### config.mk
export PLATFORM = sky130hd
export DESIGN_NAME = fifo1_rr_arbiter_flat
export DESIGN_NICKNAME = d
export VERILOG_FILES = /design/src/rtl/fifo1_rr_arbiter_pkg.sv /design/src/rtl/fifo1_rr_arbiter_if.sv /design/src/rtl/fifo1_rr_arbiter_pick.sv /design/src/rtl/fifo1_rr_arbiter.sv /design/src/flat_wrapper.sv
export SDC_FILE = /design/constraint.sdc
export NUM_CORES = 1
export LEC_CHECK = 0
export CAP_MARGIN = 5
export CORE_UTILIZATION = 40
export CTS_CLUSTER_SIZE = 12
export DETAILED_ROUTE_END_ITERATION = 10
export MAX_ROUTING_LAYER = met4
export PLACE_DENSITY = 0.91
export SYNTH_ARGS = -nofsm -noshare
export SYNTH_HDL_FRONTEND = slang
export SYNTH_SLANG_ARGS = --single-unit
### constraint.sdc
create_clock -name clk -period 5.4 [get_ports clk]
set_clock_uncertainty 0.1 [all_clocks]
set_input_delay 1.35 -clock clk [delete_from_list [all_inputs] [get_ports clk]]
set_output_delay 1.35 -clock clk [all_outputs]
set_load 0.03 [all_outputs]
### src/rtl/fifo1_rr_arbiter_pkg.sv
// Shared types and helpers for the round-robin Fifo1 arbiter.
// Arbiter state encoding and tag-width helper.
// No logic here; imported by the interface users and sub-modules.
package fifo1_rr_arbiter_pkg;

    // IDLE arbitrates among all requesters; LOCKED serves only the burst owner.
    typedef enum logic {
        IDLE   = 1'b0,
        LOCKED = 1'b1
    } arb_state_t;

    // Width of a requester index for n requesters (at least one bit).
    function automatic int tag_w(input int n);
        return (n <= 1) ? 1 : $clog2(n);
    endfunction

endpackage

### src/rtl/fifo1_rr_arbiter_if.sv
// Bundle of the per-requester enq methods and the Fifo1-style out methods.
// Pure wiring, no latency.
// Requesters present enq_ena/enq_v/enq_last and hold them until enq_rdy.
interface fifo1_rr_arbiter_if #(
    parameter int NREQ   = 4,
    parameter int DATA_W = 32,
    parameter int TAG_W  = 2
);
    // enq side: one slice per requester
    logic [NREQ-1:0]        enq_ena;
    logic [NREQ*DATA_W-1:0] enq_v;
    logic [NREQ-1:0]        enq_last;
    logic [NREQ-1:0]        enq_rdy;

    // out side: single-entry slot
    logic [DATA_W-1:0]      first;
    logic [TAG_W-1:0]       tag;
    logic                   first_rdy;
    logic                   deq_ena;
    logic                   deq_rdy;

    // Environment side: drives requests and dequeues, observes the slot.
    modport master (
        output enq_ena, enq_v, enq_last, deq_ena,
        input  enq_rdy, first, tag, first_rdy, deq_rdy
    );

    // Arbiter side.
    modport slave (
        input  enq_ena, enq_v, enq_last, deq_ena,
        output enq_rdy, first, tag, first_rdy, deq_rdy
    );

endinterface

### src/rtl/fifo1_rr_arbiter_pick.sv
// Rotating priority picker: first set request strictly after ptr, modulo NREQ.
// Purely combinational, zero latency.
// No handshake; valid=0 when no request is set.
module rr_priority_pick
    import fifo1_rr_arbiter_pkg::*;
#(
    parameter int NREQ  = 4,
    parameter int TAG_W = tag_w(NREQ)
) (
    input  logic [NREQ-1:0]  req,
    input  logic [TAG_W-1:0] ptr,
    output logic             valid,
    output logic [TAG_W-1:0] idx
);

    // Scan from the farthest candidate (ptr itself) down to the nearest
    // (ptr+1) so the nearest set request is the one left in idx.
    always_comb begin
        valid = 1'b0;
        idx   = '0;
        for (int k = NREQ; k >= 1; k--) begin
            logic [TAG_W-1:0] cand;
            cand = TAG_W'((int'(ptr) + k) % NREQ);
            if (req[cand]) begin
                valid = 1'b1;
                idx   = cand;
            end
        end
    end

endmodule

### src/rtl/fifo1_rr_arbiter.sv
// Round-robin arbiter feeding one single-entry slot with burst locking.
// Latency: accepted beat visible on first/tag one cycle after enq_ena&enq_rdy.
// Backpressure: enq_rdy only when slot empty or being dequeued; at most one bit set.
module fifo1_rr_arbiter
    import fifo1_rr_arbiter_pkg::*;
#(
    parameter int NREQ   = 4,
    parameter int DATA_W = 32,
    parameter int TAG_W  = tag_w(NREQ)
) (
    input  logic                clk,
    input  logic                rst,
    fifo1_rr_arbiter_if.slave   bus
);

    // arbitration state
    arb_state_t        state;
    arb_state_t        state_nxt;
    logic [TAG_W-1:0]  owner;
    logic [TAG_W-1:0]  owner_nxt;
    logic [TAG_W-1:0]  ptr;

    // slot
    logic              full;
    logic [DATA_W-1:0] data;
    logic [TAG_W-1:0]  tag;

    // datapath / decode
    logic              deq;
    logic              space;
    logic              pick_vld;
    logic [TAG_W-1:0]  pick_idx;
    logic              grant_vld;
    logic [TAG_W-1:0]  grant_idx;
    logic [NREQ-1:0]   rdy;
    logic              accept;
    logic [DATA_W-1:0] beats [NREQ];
    logic [DATA_W-1:0] beat_v;
    logic              beat_last;

    // A dequeue frees the slot in the same cycle, so a new beat can land
    // behind it and sustain one beat per cycle.
    assign deq   = bus.deq_ena & full;
    assign space = ~full | deq;

    rr_priority_pick #(
        .NREQ  (NREQ),
        .TAG_W (TAG_W)
    ) u_pick (
        .req   (bus.enq_ena),
        .ptr   (ptr),
        .valid (pick_vld),
        .idx   (pick_idx)
    );

    // Grant selection: a locked owner keeps the grant even when it idles,
    // otherwise the rotating picker decides.
    always_comb begin
        grant_vld = pick_vld;
        grant_idx = pick_idx;
        if (state == LOCKED) begin
            grant_vld = 1'b1;
            grant_idx = owner;
        end
    end

    // One-hot ready decode, forced low during reset.
    always_comb begin
        rdy = '0;
        if (!rst && grant_vld && space) begin
            rdy[grant_idx] = 1'b1;
        end
    end

    assign accept = |(rdy & bus.enq_ena);

    // Split the flat beat bus into per-requester words for the mux.
    for (genvar g = 0; g < NREQ; g++) begin : g_beats
        assign beats[g] = bus.enq_v[g*DATA_W +: DATA_W];
    end

    assign beat_v    = beats[grant_idx];
    assign beat_last = bus.enq_last[grant_idx];

    // Next-state: a non-final beat locks onto its sender, a final beat unlocks.
    always_comb begin
        state_nxt = state;
        owner_nxt = owner;
        if (accept) begin
            if (beat_last) begin
                state_nxt = IDLE;
            end else begin
                state_nxt = LOCKED;
                owner_nxt = grant_idx;
            end
        end
    end

    // State and owner registers.
    always_ff @(posedge clk) begin
        if (rst) begin
            state <= IDLE;
            owner <= '0;
        end else begin
            state <= state_nxt;
            owner <= owner_nxt;
        end
    end

    // Priority pointer moves only on accept, making the last winner lowest priority.
    always_ff @(posedge clk) begin
        if (rst) begin
            ptr <= TAG_W'(NREQ - 1);
        end else if (accept) begin
            ptr <= grant_idx;
        end
    end

    // Slot: enqueue wins over dequeue, so deq+enq keeps full and replaces the beat.
    always_ff @(posedge clk) begin
        if (rst) begin
            full <= 1'b0;
            data <= '0;
            tag  <= '0;
        end else if (accept) begin
            full <= 1'b1;
            data <= beat_v;
            tag  <= grant_idx;
        end else if (deq) begin
            full <= 1'b0;
        end
    end

    assign bus.enq_rdy   = rdy;
    assign bus.first     = data;
    assign bus.tag       = tag;
    assign bus.first_rdy = full;
    assign bus.deq_rdy   = full;

endmodule

### src/flat_wrapper.sv
// flat-port wrapper written by rule: the top's interface ports become plain ports
module fifo1_rr_arbiter_flat import fifo1_rr_arbiter_pkg::*;
#(
    parameter int NREQ   = 4,
    parameter int DATA_W = 32,
    parameter int TAG_W  = tag_w(NREQ)
)
  (clk, rst, bus_enq_ena, bus_enq_v, bus_enq_last, bus_deq_ena, bus_enq_rdy, bus_first, bus_tag, bus_first_rdy, bus_deq_rdy);
  fifo1_rr_arbiter_if #(.NREQ(NREQ), .DATA_W(DATA_W), .TAG_W(TAG_W)) bus_i ();
  input  logic clk;
  input  logic rst;
  input wire logic [$bits(bus_i.enq_ena)-1:0] bus_enq_ena;
  input wire logic [$bits(bus_i.enq_v)-1:0] bus_enq_v;
  input wire logic [$bits(bus_i.enq_last)-1:0] bus_enq_last;
  input wire logic [$bits(bus_i.deq_ena)-1:0] bus_deq_ena;
  output wire logic [$bits(bus_i.enq_rdy)-1:0] bus_enq_rdy;
  output wire logic [$bits(bus_i.first)-1:0] bus_first;
  output wire logic [$bits(bus_i.tag)-1:0] bus_tag;
  output wire logic [$bits(bus_i.first_rdy)-1:0] bus_first_rdy;
  output wire logic [$bits(bus_i.deq_rdy)-1:0] bus_deq_rdy;
  assign bus_i.enq_ena = bus_enq_ena;
  assign bus_i.enq_v = bus_enq_v;
  assign bus_i.enq_last = bus_enq_last;
  assign bus_i.deq_ena = bus_deq_ena;
  assign bus_enq_rdy = bus_i.enq_rdy;
  assign bus_first = bus_i.first;
  assign bus_tag = bus_i.tag;
  assign bus_first_rdy = bus_i.first_rdy;
  assign bus_deq_rdy = bus_i.deq_rdy;
  fifo1_rr_arbiter #(.NREQ(NREQ), .DATA_W(DATA_W), .TAG_W(TAG_W)) u_core (.clk(clk), .rst(rst), .bus(bus_i));
endmodule
Yosys cells after proc, flatten, opt, wreduce, memory -nomap -nowiden
Index checks and enable logic that the tools add are counted. Widths: inputs -> output; s select.

$add $sub $neg: 4. Multipliers: 0. Divide/modulo/power cells: 0. Order comparisons: 7. Equal/unequal tests: 0. Shift operators: 0. Mux-type cells: 29. Bitwise gates (word level): 6. Reductions and logical operators: 7.

Operators by type and width (count): $bmux 32 s2 (1); $mux 32 (2); $lt 2x3->1 const B (5); $mux 1 (14); $bmux 1 s2 (5); $mux 2 (5); $add 2x1->2 const B (2); $add 2x2->2 const B (2); $and 4x4->4 (1); $mux 4 (1); $reduce_or 4->1 (1); $ge 3x3->1 const B (1); $logic_and 1x1->1 (3); $not 2->3 (1); $demux 1 s2 (1); $ge 2x1->1 const B (1); $not 1->1 (2); $reduce_and 2->1 (1); $reduce_bool 2->1 (1); $and 1x1->1 (1); $logic_not 1->1 (1); $or 1x1->1 (1).

Bits in registers: 40. Latch bits: 0. Bits in writable memories: 0. ROM bits: 0. Memories kept: 0.

Depth between registers and ports, before layout
Word-level depth: 16. Gate-level depth with buffers: 10. Gate-level depth less buffers: 7.

Modules after synthesis
Synthesis repeated with hierarchy kept, for this count alone.

Cell total of the unflattened synthesis: 386. Area, all modules: 2760.1 um^2.

Modules (own cells, without submodules): fifo1_rr_arbiter (instances 1, cells each 372, area each 2668.8 um^2, seq. area each 800.8 um^2); rr_priority_pick (instances 1, cells each 14, area each 91.3 um^2, seq. area each 0.0 um^2).

Worst setup path after synthesis
No wires, ideal clock.

Kind: input -> output. Start: input bus_enq_ena[2]. End: output bus_enq_rdy[0]. Arrival: 2911 ps. Setup slack: 1039 ps. Stages: 6. Path through: nand2b_1 > a21oi_1 > o41ai_4 > buf_2 > buf_1 > and3_1.

Longest elaborated chain between the ends: 12.

RTL lines: from (decl) (line flat_wrapper.sv:12) `input wire logic [$bits(bus_i.enq_ena)-1:0] bus_enq_ena;`; $bmux 1 s2 (line fifo1_rr_arbiter_pick.sv:24) `if (req[cand]) begin`; $mux 1 (not written as such) (line fifo1_rr_arbiter_pick.sv:24); $mux 2 (4 in series) (line fifo1_rr_arbiter_pick.sv:24); $mux 2 (line fifo1_rr_arbiter.sv:61) `if (state == LOCKED) begin`; $lt 2x3->1 (not written as such) or $ge 2x1->1 (tied branches) (line fifo1_rr_arbiter.sv:71) `rdy[grant_idx] = 1'b1;`; $logic_and 1x1->1 (not written as such) (line fifo1_rr_arbiter.sv:71); $mux 1 (not written as such) (line fifo1_rr_arbiter.sv:71); $demux 1 s2; $mux 4 * (line fifo1_rr_arbiter.sv:70) `if (!rst && grant_vld && space) begin`; to (decl) (line flat_wrapper.sv:16) `output wire logic [$bits(bus_i.enq_rdy)-1:0] bus_enq_rdy;`.

Every way passes the cells marked *; elsewhere a longest branch is shown, timed or not. The select of a mux whose other input is x is not followed.

Worst setup path after layout
Start: input bus_enq_ena[3]. End: output bus_enq_rdy[3].

Same word-level chain as after synthesis.

==> flow_metrics.py <==
metrics = {
    "status": {
        "outcome": "finished clean",
    },
    "yosys": {
        "yosysSeqAreaShare_pct": 27.8,
        "syn_avg_cell_area_sq_um": 6.80,
        "yosys.cell_types.count": 35,
        "synthCells": 424,
        "yosys_warnings": 0,
        "syn_area_sq_mm": 0.00288,
        "ys_ff_latch": 40,
        "syn-num-nets": 563,
    },
    "finish": {
        "drive_above_1_share_pct": 12.7,
        "antennaDiodeCount": 0,
        "register_area_sq_um": 801,
        "fillCellCount": 582,
        "nets": 721,
        "syn_to_final_growth_pct": 65.0,
        "multi_input_area_sq_mm": 0.00190,
        "final_area_sq_mm": 0.00476,
    },
    "job": {
        "cap_viol_max_count": 0,
    },
    "die": {
        "ioPinCount": 179,
        "die_height_um": 86.9,
        "die_w_um": 86.9,
        "core_area_sq_mm": 0.00687,
        "placement_rows": 30,
        "initial_utilization_pct": 42.0,
        "die_area_sq_mm": 0.00755,
    },
    "cts": {
        "post_cts_resized": 0,
        "h-tree-depth": 2,
        "cts_hold_buf": 0,
        "cts-buffers-inserted": 5,
        "clock_sinks": 40,
        "cts_buffer_depth": 2,
        "cts_tree": "built",
        "cts-root-buf": "clkbuf_8",
        "post-cts-setup-buffers": 0,
        "clkTransAtPathRegs_ns": 0.07,
        "clk_latency_ns": 0.28,
    },
    "drt": {
        "via_per_inst": 5.03,
        "drc": 0,
        "num_vias": 3415,
        "drt_iter0_markers": 137,
        "wl_per_cell_um": 13.3,
        "ant_nets": 0,
        "dr.pass1.iters": 4,
        "routed_wl_um": 9040,
    },
    "global_routing": {
        "antenna_found_initial": 0,
        "grt_usage_pct": 25.4,
        "grt_pass1_vias": 3334,
        "grt_start_max_net_pins": 73,
        "grt_overflow": 0,
        "grt_pass1_wl_um": 14800,
    },
    "setup_path": {
        "r2r_start": "u_core.ptr[0]$_SDFFE_PP1P_",
        "worst-r2r-setup-slack_ns": 2.08,
        "crit_fanout": 13,
        "cp.arrival_ns": 3.57,
        "endpoint_kind": "output pin",
        "r2r-end": "u_core.bus.first[16]$_SDFFE_PP0P_",
        "path_class": "in2out",
        "worstPathRequired_ns": 3.95,
        "startpoint_type": "primary input",
        "reg2reg_depth": 9,
    },
    "timing": {
        "fmax_ghz": 0.199,
        "holdWs_ns": 0.355,
        "setup_viol": 0,
        "finalMaxSlewViolations": 0,
        "slew_headroom_pct": 53.0,
        "tns_ns": 0,
        "hold_viol_final": 0,
        "rsz0062_at_grt": "no",
        "period_needed_ns": 5.02,
        "max_slew.worst_pin.slew_ns": 0.705,
        "fin_crit_sh_pct": 92.9,
    },
    "place": {
        "place_area_sq_mm": 0.00467,
        "port_buffers": 178,
        "gp_congestion": 0.901,
        "dp_hpwl_um": 6850,
    },
    "power_and_ir_drop": {
        "power.density_mw_per_mm2": 334,
        "irDropWorstVdd_uv": 209,
        "power_leakage_nw": 1.79,
    },
    "worst_hold_path": {
        "holdPathEnd": "u_core.bus.first[30]$_SDFFE_PP0P_",
        "whs_path_depth": 2,
        "min_path_type": "reg2reg",
        "min-delay-start": "u_core.bus.first[30]$_SDFFE_PP0P_",
    },
}
-- worst max-delay path by stage --
stage / end / cells after the start / start
CTS: bus_enq_rdy[3] / 7 / bus_enq_ena[3]
global route: bus_enq_rdy[3] / 7 / bus_enq_ena[3]
detailed placement: bus_enq_rdy[3] / 7 / bus_enq_ena[3]
finish: bus_enq_rdy[3] / 7 / bus_enq_ena[3]
floorplan: bus_enq_rdy[0] / 6 / bus_enq_ena[2]
global placement: bus_enq_rdy[3] / 7 / bus_enq_ena[3]
-- metal layers --
metal | routed length (um) | vias up | GRT usage, % | part of all wire, %
met2 | 4630 | 123 | 44.6 | 51
met4 | 240 | 0 | 10.3 | 2.7
met1 | 3650 | 1535 | 28.2 | 40
li1 | - | 1738 | - | -
met5 | 0 | - | - | 0
met3 | 516 | 19 | 4.74 | 5.7
-- worst max-delay path, cell delays in order --
cell and delay [ns]:
clkdlybuf4s50_1 0.65, nand2b_1 0.15, a21boi_1 0.30, o41ai_4 0.13
buf_4 0.21, nor2_1 0.11, clkdlybuf4s50_1 0.67
-- synthesized netlist by cell type (all sizes together) --
master	count	area share, %
o41a	1	0.39
nand3b	1	0.26
o211ai	1	0.43
and3	2	0.43
nor3	2	0.35
a311oi	2	0.61
mux2	2	0.78
nor2b	1	0.22
and2	1	0.22
o21ai	1	0.17
mux2i	4	1.4
a211oi	3	1.4
buf	14	3.8
a21boi	1	0.26
nor2	8	1.0
dfxtp	40	28
a21oi	41	9.7
nand3	99	22
clkbuf	22	2.9
o21a	2	0.52
o31ai	2	0.52
a31o	1	0.30
a211o	2	0.61
o41ai	1	0.95
a31oi	1	0.22
nand2	161	21
inv	1	0.13
nand2b	7	1.5
-- state kept, by name, indices dropped and copies added (netlist names) --
register,cells
u_core.state,1
u_core.ptr,2
u_core.bus.tag,2
u_core.bus.first,32
u_core.owner,2
u_core.bus.deq_rdy,1
-- power by group --
group | switching, mW | internal [mW] | leakage, nW
registers | 0.0388 | 0.359 | 0.327
clock network | 0.0965 | 0.104 | 0.0455
logic | 0.590 | 0.400 | 1.42
total | 0.725 | 0.863 | 1.79
-- metrics by stage --
stage	power (mW)	instances	worst slack, ns	utilization [%]
floorplan	1.07	424	1.04	-
global placement	1.37	671	0.510	68.0
detailed placement	1.40	671	0.416	68.0
CTS	1.60	679	0.412	69.3
global route	1.70	679	0.280	69.3
finish	1.59	679	0.381	69.3
-- cell usage in the layout (no fill, tap or decap), types with 2 or more instances in the layout --
cell / n
clkdlybuf4s50_1: 176
nand2_1: 161
nand3_1: 70
dfxtp_1: 40
nand3_2: 29
a21oi_1: 21
a21oi_2: 20
buf_4: 10
nor2_1: 8
nand2b_1: 7
clkbuf_8: 6
mux2i_1: 4
o21a_1: 2
nor3_1: 2
and3_1: 2
a311oi_1: 2
a211o_1: 2
mux2_2: 2
o31ai_1: 2
clkbuf_1: 2
-- logic make-up (layout without fill, tap and decap cells) --
logic type,after synthesis,in the layout,synth area share [%]
DFF,40,40,27.8
and+or+nand+nor,282,282,47.2
buffers and inverters,37,196,6.77
muxes,6,6,2.17
AOI/OAI and AO/OA,59,59,16.1
-- area by class of cell --
cell class | instances | area share, %
repair buffers | 187 | 38.7
clock buffers | 8 | 1.89
multi-input cells | 347 | 40.0
flip-flops and latches | 40 | 16.8
inverters | 1 | 0.0789
well taps | 96 | 2.52
Power figures use the tool's default switching activity.
